==> config.mk <==
export PLATFORM = sky130hd
export DESIGN_NAME = id_stage
export DESIGN_NICKNAME = d
export VERILOG_FILES = /design/src/rtl/id_stage.sv
export SDC_FILE = /design/constraint.sdc
export NUM_CORES = 1
export LEC_CHECK = 0
export ABC_AREA = 1
export CAP_MARGIN = 0
export CELL_PAD_IN_SITES_DETAIL_PLACEMENT = 0
export CELL_PAD_IN_SITES_GLOBAL_PLACEMENT = 1
export CORE_MARGIN = 2
export CORE_UTILIZATION = 41
export DETAILED_ROUTE_END_ITERATION = 6
export DONT_BUFFER_PORTS = 1
export PLACE_DENSITY_LB_ADDON = 0.25
export SYNTH_ARGS = -nofsm -noshare
export SYNTH_HDL_FRONTEND = slang
export SYNTH_SLANG_ARGS = --single-unit
export TNS_END_PERCENT = 20
==> constraint.sdc <==
create_clock -name clk -period 0.95 [get_ports clk]
set_input_delay 0.0475 -clock clk [delete_from_list [all_inputs] [get_ports clk]]
set_output_delay 0.0475 -clock clk [all_outputs]
set_load 0.02 [all_outputs]
==> src/rtl/id_stage.sv <==
// Instruction decode stage: splits the instruction into register addresses, operands and ALU/memory/branch controls.
// Latency: src1/src2 are combinational; every other output is registered, one cycle after the instruction.
// Backpressure: none; hazard_detected replaces the decoded instruction with a bubble at the clock edge.
// Optional feature macro: ID_EXT_BRANCH_EN enables BNE (1001) and B (1010); without it only BEQ branches.
module id_stage #(
    parameter int WORD_LEN          = 16,
    parameter int REG_FILE_ADDR_LEN = 4,
    parameter int REG_FILE_SIZE     = 16,
    parameter int EXE_CMD_LEN       = 4
) (
    input  logic                         clk,
    input  logic                         rst,
    input  logic                         hazard_detected,
    input  logic                         flagZ,
    input  logic [WORD_LEN-1:0]          instruction,
    input  logic [REG_FILE_SIZE-1:0]     reg1,
    input  logic [REG_FILE_SIZE-1:0]     reg2,
    output logic [REG_FILE_ADDR_LEN-1:0] src1,
    output logic [REG_FILE_ADDR_LEN-1:0] src2,
    output logic [REG_FILE_ADDR_LEN-1:0] dest,
    output logic [REG_FILE_SIZE-1:0]     val1,
    output logic [REG_FILE_SIZE-1:0]     val2,
    output logic [EXE_CMD_LEN-1:0]       EXE_CMD,
    output logic [3:0]                   branch_comm,
    output logic                         brTaken,
    output logic                         MEM_R_EN,
    output logic                         MEM_W_EN,
    output logic                         WB_EN,
    output logic                         is_imm_out,
    output logic                         ST
);

    // Opcodes
    localparam logic [3:0] OP_ADD  = 4'b0000;
    localparam logic [3:0] OP_SUB  = 4'b0001;
    localparam logic [3:0] OP_AND  = 4'b0010;
    localparam logic [3:0] OP_OR   = 4'b0011;
    localparam logic [3:0] OP_CMP  = 4'b0101;
    localparam logic [3:0] OP_MOVI = 4'b0110;
    localparam logic [3:0] OP_MOVR = 4'b0111;
    localparam logic [3:0] OP_BEQ  = 4'b1000;
    localparam logic [3:0] OP_BNE  = 4'b1001;
    localparam logic [3:0] OP_B    = 4'b1010;
    localparam logic [3:0] OP_LDR  = 4'b1100;
    localparam logic [3:0] OP_STR  = 4'b1101;

    // ALU commands
    localparam logic [EXE_CMD_LEN-1:0] CMD_NOP   = EXE_CMD_LEN'(0);
    localparam logic [EXE_CMD_LEN-1:0] CMD_ADD   = EXE_CMD_LEN'(1);
    localparam logic [EXE_CMD_LEN-1:0] CMD_SUB   = EXE_CMD_LEN'(2);
    localparam logic [EXE_CMD_LEN-1:0] CMD_AND   = EXE_CMD_LEN'(3);
    localparam logic [EXE_CMD_LEN-1:0] CMD_OR    = EXE_CMD_LEN'(4);
    localparam logic [EXE_CMD_LEN-1:0] CMD_PASS2 = EXE_CMD_LEN'(5);
    localparam logic [EXE_CMD_LEN-1:0] CMD_PASS1 = EXE_CMD_LEN'(6);

`ifdef ID_EXT_BRANCH_EN
    localparam bit EXT_BRANCH = 1'b1;
`else
    localparam bit EXT_BRANCH = 1'b0;
`endif

    // Instruction fields
    logic [3:0]                   op;
    logic [REG_FILE_ADDR_LEN-1:0] rd;
    logic [REG_FILE_ADDR_LEN-1:0] rs1;
    logic [REG_FILE_ADDR_LEN-1:0] rs2;
    logic [7:0]                   imm8;
    logic [11:0]                  off12;

    assign op    = instruction[15:12];
    assign rd    = instruction[11:8];
    assign rs1   = instruction[7:4];
    assign rs2   = instruction[3:0];
    assign imm8  = instruction[7:0];
    assign off12 = instruction[11:0];

    // Register-file read addresses bypass the pipeline register; STR reads its data register through src2.
    assign src1 = rs1;
    assign src2 = (op == OP_STR) ? rd : rs2;

    // Next-state values of the decode register
    logic [EXE_CMD_LEN-1:0]       nxt_cmd;
    logic [3:0]                   nxt_bc;
    logic                         nxt_br;
    logic                         nxt_mr;
    logic                         nxt_mw;
    logic                         nxt_wb;
    logic                         nxt_imm;
    logic                         nxt_st;
    logic [REG_FILE_SIZE-1:0]     nxt_val2;

    // Decode the opcode into controls and select the second operand
    always_comb begin
        nxt_cmd  = CMD_NOP;
        nxt_bc   = 4'b0000;
        nxt_br   = 1'b0;
        nxt_mr   = 1'b0;
        nxt_mw   = 1'b0;
        nxt_wb   = 1'b0;
        nxt_imm  = 1'b0;
        nxt_st   = 1'b0;
        nxt_val2 = reg2;
        case (op)
            OP_ADD:  begin nxt_cmd = CMD_ADD; nxt_wb = 1'b1; end
            OP_SUB:  begin nxt_cmd = CMD_SUB; nxt_wb = 1'b1; end
            OP_AND:  begin nxt_cmd = CMD_AND; nxt_wb = 1'b1; end
            OP_OR:   begin nxt_cmd = CMD_OR;  nxt_wb = 1'b1; end
            OP_CMP:  begin nxt_cmd = CMD_SUB; nxt_st = 1'b1; end
            OP_MOVI: begin
                nxt_cmd  = CMD_PASS2;
                nxt_wb   = 1'b1;
                nxt_imm  = 1'b1;
                nxt_val2 = {{(REG_FILE_SIZE-8){1'b0}}, imm8};
            end
            OP_MOVR: begin nxt_cmd = CMD_PASS2; nxt_wb = 1'b1; end
            OP_LDR:  begin nxt_cmd = CMD_PASS1; nxt_wb = 1'b1; nxt_mr = 1'b1; end
            OP_STR:  begin nxt_cmd = CMD_PASS1; nxt_mw = 1'b1; end
            OP_BEQ:  begin
                nxt_imm  = 1'b1;
                nxt_bc   = 4'b0001;
                nxt_br   = flagZ;
                nxt_val2 = {{(REG_FILE_SIZE-12){off12[11]}}, off12};
            end
            OP_BNE:  begin
                if (EXT_BRANCH) begin
                    nxt_imm  = 1'b1;
                    nxt_bc   = 4'b0010;
                    nxt_br   = ~flagZ;
                    nxt_val2 = {{(REG_FILE_SIZE-12){off12[11]}}, off12};
                end
            end
            OP_B:    begin
                if (EXT_BRANCH) begin
                    nxt_imm  = 1'b1;
                    nxt_bc   = 4'b0100;
                    nxt_br   = 1'b1;
                    nxt_val2 = {{(REG_FILE_SIZE-12){off12[11]}}, off12};
                end
            end
            default: ;
        endcase
    end

    // Pipeline register: reset and bubble both clear every field, reset taking priority
    always_ff @(posedge clk) begin
        if (rst || hazard_detected) begin
            dest        <= '0;
            val1        <= '0;
            val2        <= '0;
            EXE_CMD     <= '0;
            branch_comm <= '0;
            brTaken     <= 1'b0;
            MEM_R_EN    <= 1'b0;
            MEM_W_EN    <= 1'b0;
            WB_EN       <= 1'b0;
            is_imm_out  <= 1'b0;
            ST          <= 1'b0;
        end else begin
            dest        <= rd;
            val1        <= reg1;
            val2        <= nxt_val2;
            EXE_CMD     <= nxt_cmd;
            branch_comm <= nxt_bc;
            brTaken     <= nxt_br;
            MEM_R_EN    <= nxt_mr;
            MEM_W_EN    <= nxt_mw;
            WB_EN       <= nxt_wb;
            is_imm_out  <= nxt_imm;
            ST          <= nxt_st;
        end
    end

endmodule

==> implementation parameters, run 1 <==
Parameter                              Value

Worst setup path
  WP data required    1.13 ns
  Category of the most critical setup path    in -> reg
  Maximum fanout count along the critical path    3
  Slowest library cell on the worst path    sky130_fd_sc_hd__dlygate4sd3_1
  Critical path cell sequence    nor2_2 > buf_4 > nand3b_1 > dlygate4sd3_1 > a21oi_1
  Type of destination of the critical path    flip-flop
  Critical path data arrival time    1.06 ns
  Critical path launch point type    input pin
  Crit-path max cell delay    0.56 ns

Routing
  First-pass iteration count of the detailed router    4
  Number of DRC violations after detailed routing    0
  Via count    1,454
  DR iter-0 viols    46
  Total length of routed wires    4244 um
  Post-route ant nets    0
  Via density per instance    4.721
  Avg WL per Cell    13.78 um

Floorplanning
  I/O pin count    110
  Area inside the core boundary    0.003943 mm^2
  Number of rows in the core area    23
  Starting density of the core    42.08%
  Horiz. Die Dim    67.61 um
  Floorplan die area    0.004571 mm^2
  Height of the chip    67.61 um

Finish
  Fin area    0.002326 mm^2
  Final Non-Filler Cells    308
  Final nets    309
  Antenna diode count    0
  Share of post-route cells with drive strength above 1    9.302%
  Finished Core Util    59.00%
  Area growth from synthesis to layout    40.20%

Logic synthesis
  Simple-gate area share of the yosys netlist    23.53%
  Mux share of post-synthesis cell area    0%
  Post-synthesis area per instance    8.337 um^2
  Cell area after synthesis    0.001659 mm^2
  Synth unique cells    19
  Post-synthesis compound-gate area fraction    7.994%
  Warning count from the yosys run    0
  Area share of fa/ha/maj cells after synthesis    0%
  Post-synthesis register bit count    46
  Dominant combinational cell family by area after synthesis    simple AND/OR/NAND/NOR gates
  Number of cells produced by synthesis    199
  Sequential share of the synthesized area    55.51%
  Synthesized-area fraction occupied by xor and xnor cells    0%

STA
  Crit share post-route    92.50%
  Hold violation count in the final report    1
  Final-layout worst hold slack    -0.005277 ns
  Post-route minimum period    0.8788 ns
  Slack of the critical path    0.07120 ns
  Max-slew violation count    0
  FMAX    1138 MHz
  Final total negative setup slack    0 ns
  Unrepaired setup endpoints after global routing    no
  Final setup violation count    0

Placed design
  Pre-CTS setup slack    0.00003114 ns
  Placed instance area    0.001679 mm^2
  Post-DP HPWL    2633 um
  Number of buffers inserted by port buffering    0
  Final GP Congestion    0.6840
  Placed Cells    244

Clocking
  CTS Root Buffer Type    sky130_fd_sc_hd__clkbuf_8
  Number of buffers created by CTS    5
  TritonCTS clock tree    built
  H-tree level count    2
  Clock slew at the register clock pins of the worst setup and hold paths    0.08 ns
  Clock sink count    46
  Post-cts repair resize count    0
  Clock Tree Buf Depth    2

Power
  Switching portion of total power    25.68%
  Clock network power share    31.0%
  Power share of the sequential group    57.2%
  Cell leakage power    1.077 nW
  Power density cells    1598 mW/mm^2
  Combinational cell fraction of total power    11.7%
  Internal    2.762 mW
  Net Switching    0.9545 mW
  Peak supply drop    0.7936 mV

Global route
  Via count of the first global-routing pass    1,356
  Wire length of the first global-routing pass    5982 um
  Tot GR Track Use    18.30%
  Antenna violations before repair    0
  Largest net degree at the start of global routing    26
  GRT Residual Overflow    0

Run status
  Violations in the final reports    negative hold slack
  Outcome    complete, but fails checks

Job
  Maxcap violations    0

Worst hold path
  Tightest Hold Check Type    in -> reg
==> power groups by stage <==
stage                     clock, mW  combinational, mW  sequential (mW)
after floorplan                   0              0.236             2.16
after global placement            0              0.242             2.17
after detailed placement          0              0.250             2.17
after CTS                      1.19              0.430             2.13
after global routing           1.27              0.480             2.14
final                          1.15              0.437             2.13
==> cell usage in the layout, fill, tap and decap left out <==
master / count
sky130_fd_sc_hd__inv_1: 25
sky130_fd_sc_hd__o21ai_0: 9
sky130_fd_sc_hd__clkinv_2: 1
sky130_fd_sc_hd__buf_4: 8
sky130_fd_sc_hd__dlygate4sd3_1: 56
sky130_fd_sc_hd__nor3b_2: 1
sky130_fd_sc_hd__dfxtp_1: 46
sky130_fd_sc_hd__nand2_2: 1
sky130_fd_sc_hd__nand2_4: 1
sky130_fd_sc_hd__clkbuf_8: 5
sky130_fd_sc_hd__inv_2: 1
sky130_fd_sc_hd__nand2_1: 26
sky130_fd_sc_hd__a21oi_1: 16
sky130_fd_sc_hd__nand3_1: 8
sky130_fd_sc_hd__clkinv_4: 1
sky130_fd_sc_hd__nor2_1: 33
sky130_fd_sc_hd__clkbuf_1: 1
sky130_fd_sc_hd__conb_1: 4
sky130_fd_sc_hd__nand3b_1: 9
sky130_fd_sc_hd__nor2_2: 5
sky130_fd_sc_hd__o211ai_1: 1
==> state kept, by name (all words and copies together) (netlist names) <==
name / count
dest: 4
ST: 1
branch_comm: 1
EXE_CMD: 3
WB_EN: 1
is_imm_out: 1
MEM_R_EN: 1
val2: 16
brTaken: 1
val1: 16
MEM_W_EN: 1
==> through the flow <==
step                total power [mW]  hold slack [ns]
finish                         3.717        -0.005277
global route                   3.883         0.006345
detailed placement             2.424          0.09528
floorplan                      2.398           0.1597
global placement               2.416          0.09528
CTS                            3.744        -0.004165
==> final cells by class <==
cell class                      count  area, um^2
Timing Repair Buffer               64       620.6
Clock buffer                        6       72.57
Tap cell                           50       62.56
Sequential cell                    46       920.9
Fill cell                         340        1617
Inverter                           26       97.59
Multi-Input combinational cell    114       538.0
Clock inverter                      2       13.76
==> Yosys cell counts <==
library cell	count	area [um^2]
sky130_fd_sc_hd__buf_6	2	22.52
sky130_fd_sc_hd__o21ai_0	9	45.04
sky130_fd_sc_hd__o211ai_1	1	7.510
sky130_fd_sc_hd__nor3b_2	1	12.51
sky130_fd_sc_hd__buf_2	1	5.000
sky130_fd_sc_hd__dfxtp_1	46	920.9
sky130_fd_sc_hd__nor2_2	5	31.28
sky130_fd_sc_hd__nand2_1	26	97.59
sky130_fd_sc_hd__inv_1	25	93.84
sky130_fd_sc_hd__inv_2	1	3.750
sky130_fd_sc_hd__conb_1	1	3.750
sky130_fd_sc_hd__a21oi_1	16	80.08
sky130_fd_sc_hd__nand2_4	1	11.26
sky130_fd_sc_hd__nand2_2	1	6.260
sky130_fd_sc_hd__nand3_1	8	40.04
sky130_fd_sc_hd__nand3b_1	9	67.56
sky130_fd_sc_hd__buf_4	10	75.07
sky130_fd_sc_hd__clkbuf_1	3	11.26
sky130_fd_sc_hd__nor2_1	33	123.9
==> metal layers <==
layer	global-route usage, %	up-vias	share of wire [%]	wire length, um
li1	-	712	-	-
met3	5.500	8	8.2	349
met5	0	-	0	0
met4	10.71	0	1.4	61
met1	18.56	651	37	1578
met2	32.84	83	53	2255
==> logic make-up after synthesis <==
group                  count (synthesis)
other                                  1
AO/OA/AOI/OAI                         26
flip-flops                            46
buffers and inverters                 42
AND/OR/NAND/NOR                       84
==> critical path, delay by kind of cell <==
family / cells / cell delay [ns]
compound gates: 1 / 0.06
buf+inv: 2 / 0.70
simple gates: 2 / 0.25
==> final timing paths <==
kind | start | end | slack (ns) | depth (start not counted)
worst max-delay path | instruction[12] | EXE_CMD[2]$_SDFF_PP0_ | 0.07 | 5
worst min-delay path | rst | branch_comm[0]$_SDFF_PP0_ | -0.005 | 3
==> repair_timing <==
item	in CTS	in global routing
setup buffers	0	0
hold endpoints to repair	43	0
hold buffers	56	0
Note: power is estimated with default switching activity, not from simulation.
==> run 2: changes to the inputs <==
--- a/config.mk
+++ b/config.mk
@@ -5,12 +5,12 @@
 export SDC_FILE = /design/constraint.sdc
 export NUM_CORES = 1
 export LEC_CHECK = 0
-export ABC_AREA = 1
 export CAP_MARGIN = 0
 export CELL_PAD_IN_SITES_DETAIL_PLACEMENT = 0
 export CELL_PAD_IN_SITES_GLOBAL_PLACEMENT = 1
+export CORE_ASPECT_RATIO = 1.2
 export CORE_MARGIN = 2
-export CORE_UTILIZATION = 41
+export CORE_UTILIZATION = 43
 export DETAILED_ROUTE_END_ITERATION = 6
 export DONT_BUFFER_PORTS = 1
 export PLACE_DENSITY_LB_ADDON = 0.25
==> run 2 against run 1 <==
Net effect: the flow still finishes with violations (negative hold slack); final cell count shrank 18%; worst hold slack worse by 0.16 ns; maximum frequency shrank 3.9%; critical endpoint is now WB_EN$_SDFF_PP0_.
==> implementation parameters, run 2 <==
Parameter                              Value

Routing
  Avg WL per Cell    16.89 um (was 13.78 um)
  Number of DRC violations after detailed routing    0 (unchanged)
  First-pass iteration count of the detailed router    4 (unchanged)
  Total length of routed wires    4273 um (was 4244 um)
  DR iter-0 viols    51 (was 46)
  Via density per instance    5.075 (was 4.721)
  Via count    1,284 (was 1,454)
  Post-route ant nets    0 (unchanged)

Power
  Cell leakage power    0.9794 nW (was 1.077 nW)
  Internal    3.035 mW (was 2.762 mW)
  Clock network power share    35.6% (was 31.0%)
  Switching portion of total power    23.05% (was 25.68%)
  Power share of the sequential group    53.9% (was 57.2%)
  Net Switching    0.9094 mW (was 0.9545 mW)
  Peak supply drop    0.8678 mV (was 0.7936 mV)
  Power density cells    1691 mW/mm^2 (was 1598 mW/mm^2)
  Combinational cell fraction of total power    10.6% (was 11.7%)

Floorplanning
  Height of the chip    72.25 um (was 67.61 um)
  Horiz. Die Dim    60.88 um (was 67.61 um)
  Starting density of the core    45.56% (was 42.08%)
  Floorplan die area    0.004398 mm^2 (was 0.004571 mm^2)
  I/O pin count    110 (unchanged)
  Area inside the core boundary    0.003664 mm^2 (was 0.003943 mm^2)
  Number of rows in the core area    24 (was 23)

Clocking
  TritonCTS clock tree    built (unchanged)
  Number of buffers created by CTS    5 (unchanged)
  # hold bufs at CTS    48 (was 56)
  Clock slew at the register clock pins of the worst setup and hold paths    0.07 ns (was 0.08 ns)
  CTS Root Buffer Type    sky130_fd_sc_hd__clkbuf_8 (unchanged)
  Clock sink count    46 (unchanged)
  H-tree level count    2 (unchanged)
  Clock Tree Buf Depth    2 (unchanged)
  Post-CTS setup buffers    0 (unchanged)

Finish
  Fillcell total    304 (was 340)
  Area growth from synthesis to layout    39.73% (was 40.20%)
  Fin area    0.002332 mm^2 (was 0.002326 mm^2)
  Leading registers by flop count    val1: 16 flops, val2: 16 flops, dest: 4 flops (unchanged)
  Finished Core Util    63.66% (was 59.00%)
  Share of post-route cells with drive strength above 1    21.89% (was 9.302%)
  Final nets    252 (was 309)
  Commonest cells after routing, fill and taps aside    47 x sky130_fd_sc_hd__dlygate4sd3_1, 46 x sky130_fd_sc_hd__dfxtp_1, 21 x sky130_fd_sc_hd__and2_1 (was 56 x sky130_fd_sc_hd__dlygate4sd3_1, 46 x sky130_fd_sc_hd__dfxtp_1, 33 x sky130_fd_sc_hd__nor2_1)
  Most common cell after layout, fill and taps aside    sky130_fd_sc_hd__dlygate4sd3_1 (unchanged)
  Antenna diode count    0 (unchanged)

STA
  Final setup violation count    0 (unchanged)
  Hold violation count in the final report    6 (was 1)
  Post-route minimum period    0.9145 ns (was 0.8788 ns)
  Crit share post-route    96.26% (was 92.50%)
  Unrepaired setup endpoints after global routing    no (unchanged)
  FMAX    1094 MHz (was 1138 MHz)
  Max-slew violation count    0 (unchanged)
  Final-layout worst hold slack    -0.1648 ns (was -0.005277 ns)

Global route
  Largest net degree at the start of global routing    29 (was 26)
  Wire length of the first global-routing pass    6299 um (was 5982 um)
  Via count of the first global-routing pass    1,314 (was 1,356)
  Tot GR Track Use    19.78% (was 18.30%)
  Antenna violations before repair    0 (unchanged)
  GRT Residual Overflow    0 (unchanged)

Job
  Maxcap violations    0 (unchanged)

Logic synthesis
  Synth unique cells    31 (was 19)
  Biggest area consumer among synthesized cells    sky130_fd_sc_hd__dfxtp_1 (unchanged)
  Cell area after synthesis    0.001669 mm^2 (was 0.001659 mm^2)
  Sequential share of the synthesized area    55.17% (was 55.51%)
  Largest cells by area after synthesis    sky130_fd_sc_hd__dfxtp_1 55%, sky130_fd_sc_hd__and2_1 7.9%, sky130_fd_sc_hd__a32o_2 5.4%, sky130_fd_sc_hd__buf_4 4.0%, sky130_fd_sc_hd__a21oi_1 2.7% (was sky130_fd_sc_hd__dfxtp_1 56%, sky130_fd_sc_hd__nor2_1 7.5%, sky130_fd_sc_hd__nand2_1 5.9%, sky130_fd_sc_hd__inv_1 5.7%, sky130_fd_sc_hd__a21oi_1 4.8%)
  Top cell type's share of synthesized area    55.17% (was 55.51%)
  Fraction of registers with async set or reset after synthesis    0% (unchanged)
  Number of flops mapped to enable cells by yosys    0 (unchanged)
  Primary flip-flop cell chosen by synthesis mapping    sky130_fd_sc_hd__dfxtp_1 (unchanged)
  Most used standard cells in the synthesized netlist    46 x sky130_fd_sc_hd__dfxtp_1, 21 x sky130_fd_sc_hd__and2_1, 9 x sky130_fd_sc_hd__a21oi_1, 9 x sky130_fd_sc_hd__buf_4, 9 x sky130_fd_sc_hd__nand3_1 (was 46 x sky130_fd_sc_hd__dfxtp_1, 33 x sky130_fd_sc_hd__nor2_1, 26 x sky130_fd_sc_hd__nand2_1, 25 x sky130_fd_sc_hd__inv_1, 16 x sky130_fd_sc_hd__a21oi_1)
  Warning count from the yosys run    0 (unchanged)
  Post-synthesis area per instance    10.98 um^2 (was 8.337 um^2)
  Most common cell in the synthesized netlist    sky130_fd_sc_hd__dfxtp_1 (unchanged)
  Number of cells produced by synthesis    152 (was 199)
  Post-synthesis register bit count    46 (unchanged)

Placed design
  Final GP Congestion    0.6912 (was 0.6840)
  Placed instance area    0.001734 mm^2 (was 0.001679 mm^2)
  Number of buffers inserted by port buffering    0 (unchanged)
  Post-DP HPWL    2769 um (was 2633 um)

Worst setup path
  Type of destination of the critical path    flip-flop (unchanged)
  Category of the most critical setup path    in -> reg (unchanged)
  Slowest library cell on the worst path    sky130_fd_sc_hd__dlygate4sd3_1 (unchanged)
  WP data required    1.18 ns (was 1.13 ns)
  Cell family with the largest share of critical-path delay    buffers and inverters (unchanged)
  Maximum fanout count along the critical path    11 (was 3)
  Crit-path max cell delay    0.58 ns (was 0.56 ns)
  Critical path cell sequence    dlygate4sd3_1 > nand2_1 > o32a_2 > nor2_1 (was nor2_2 > buf_4 > nand3b_1 > dlygate4sd3_1 > a21oi_1)
  Critical path launch point type    input pin (unchanged)
  Buf+Inv Stages, Crit Path    1 (was 2)
  Critical path data arrival time    1.14 ns (was 1.06 ns)

Worst hold path
  Hold Path Depth    1 (was 3)
  Startpoint of the most critical hold path    instruction[12] (was rst)
  Hold worst-path end    MEM_R_EN$_SDFF_PP0_ (was branch_comm[0]$_SDFF_PP0_)
  Tightest Hold Check Type    in -> reg (unchanged)

Run status
  Violations in the final reports    negative hold slack (unchanged)
  Outcome    complete, but fails checks (unchanged)
## run 2: power groups by stage
stage | clock (mW) | combinational [mW] | sequential [mW]
after floorplan | 0 | 0.277 | 2.16
after global placement | 0 | 0.232 | 2.17
after detailed placement | 0 | 0.238 | 2.17
after CTS | 1.42 | 0.412 | 2.13
after global routing | 1.52 | 0.451 | 2.13
final | 1.40 | 0.416 | 2.12
## run 2: cell families after synthesis
group           Yosys count  share of synthesized area [%]
compound gates           28                          12.44
buf+inv                  19                          7.870
flops                    46                          55.17
mux                       5                          3.298
other cells               1                         0.2247
simple gates             53                          20.99
## run 2: layer usage
layer / global-route usage [%] / vias up / wire length (um)
li1: - / 607 / -
met2: 35.60 / 66 / 2312
met5: 0 / - / 0
met1: 19.87 / 602 / 1555
met3: 5.169 / 9 / 292
met4: 11.11 / 0 / 113
## run 2: layout make-up
class                   count  area, um^2  area share, %
clock buffers               6       72.57          3.112
clock inverters             2       37.54          1.609
multi-input cells          90       673.1          28.86
flip-flops and latches     46       920.9          39.48
well taps                  52       65.06          2.790
repair buffers             57       563.0          24.14
## run 2: repair_timing
action	4_1_cts	5_1_grt
hold endpoints to repair	44	6
gates resized for setup	0	2
endpoints found under the setup margin	0	5
## run 2: metrics by stage
| stage | hold slack [ns] | TNS, ns | cells | setup WS [ns] | total power, mW |
|---|---|---|---|---|---|
| final | -0.1648 | 0 | 253 | 0.03550 | 3.945 |
| after global routing | -0.1685 | 0 | 253 | 0.01049 | 4.105 |
| after CTS | -0.1727 | 0 | 253 | 0.01449 | 3.957 |
| after detailed placement | 0.09516 | -0.3735 | 197 | -0.05500 | 2.410 |
| after global placement | 0.09516 | -0.3590 | 197 | -0.04961 | 2.403 |
| after floorplan | 0.1692 | -1.589 | 155 | -0.09944 | 2.437 |
## run 2: how the worst max path moves through the flow
stage	end	start	cells past startpoint
global placement	val2[1]$_SDFF_PP0_	instruction[14]	4
CTS	WB_EN$_SDFF_PP0_	instruction[15]	4
floorplan	val2[10]$_SDFF_PP0_	instruction[13]	4
finish	WB_EN$_SDFF_PP0_	instruction[14]	4
global route	WB_EN$_SDFF_PP0_	instruction[14]	4
detailed placement	val2[2]$_SDFF_PP0_	instruction[14]	4
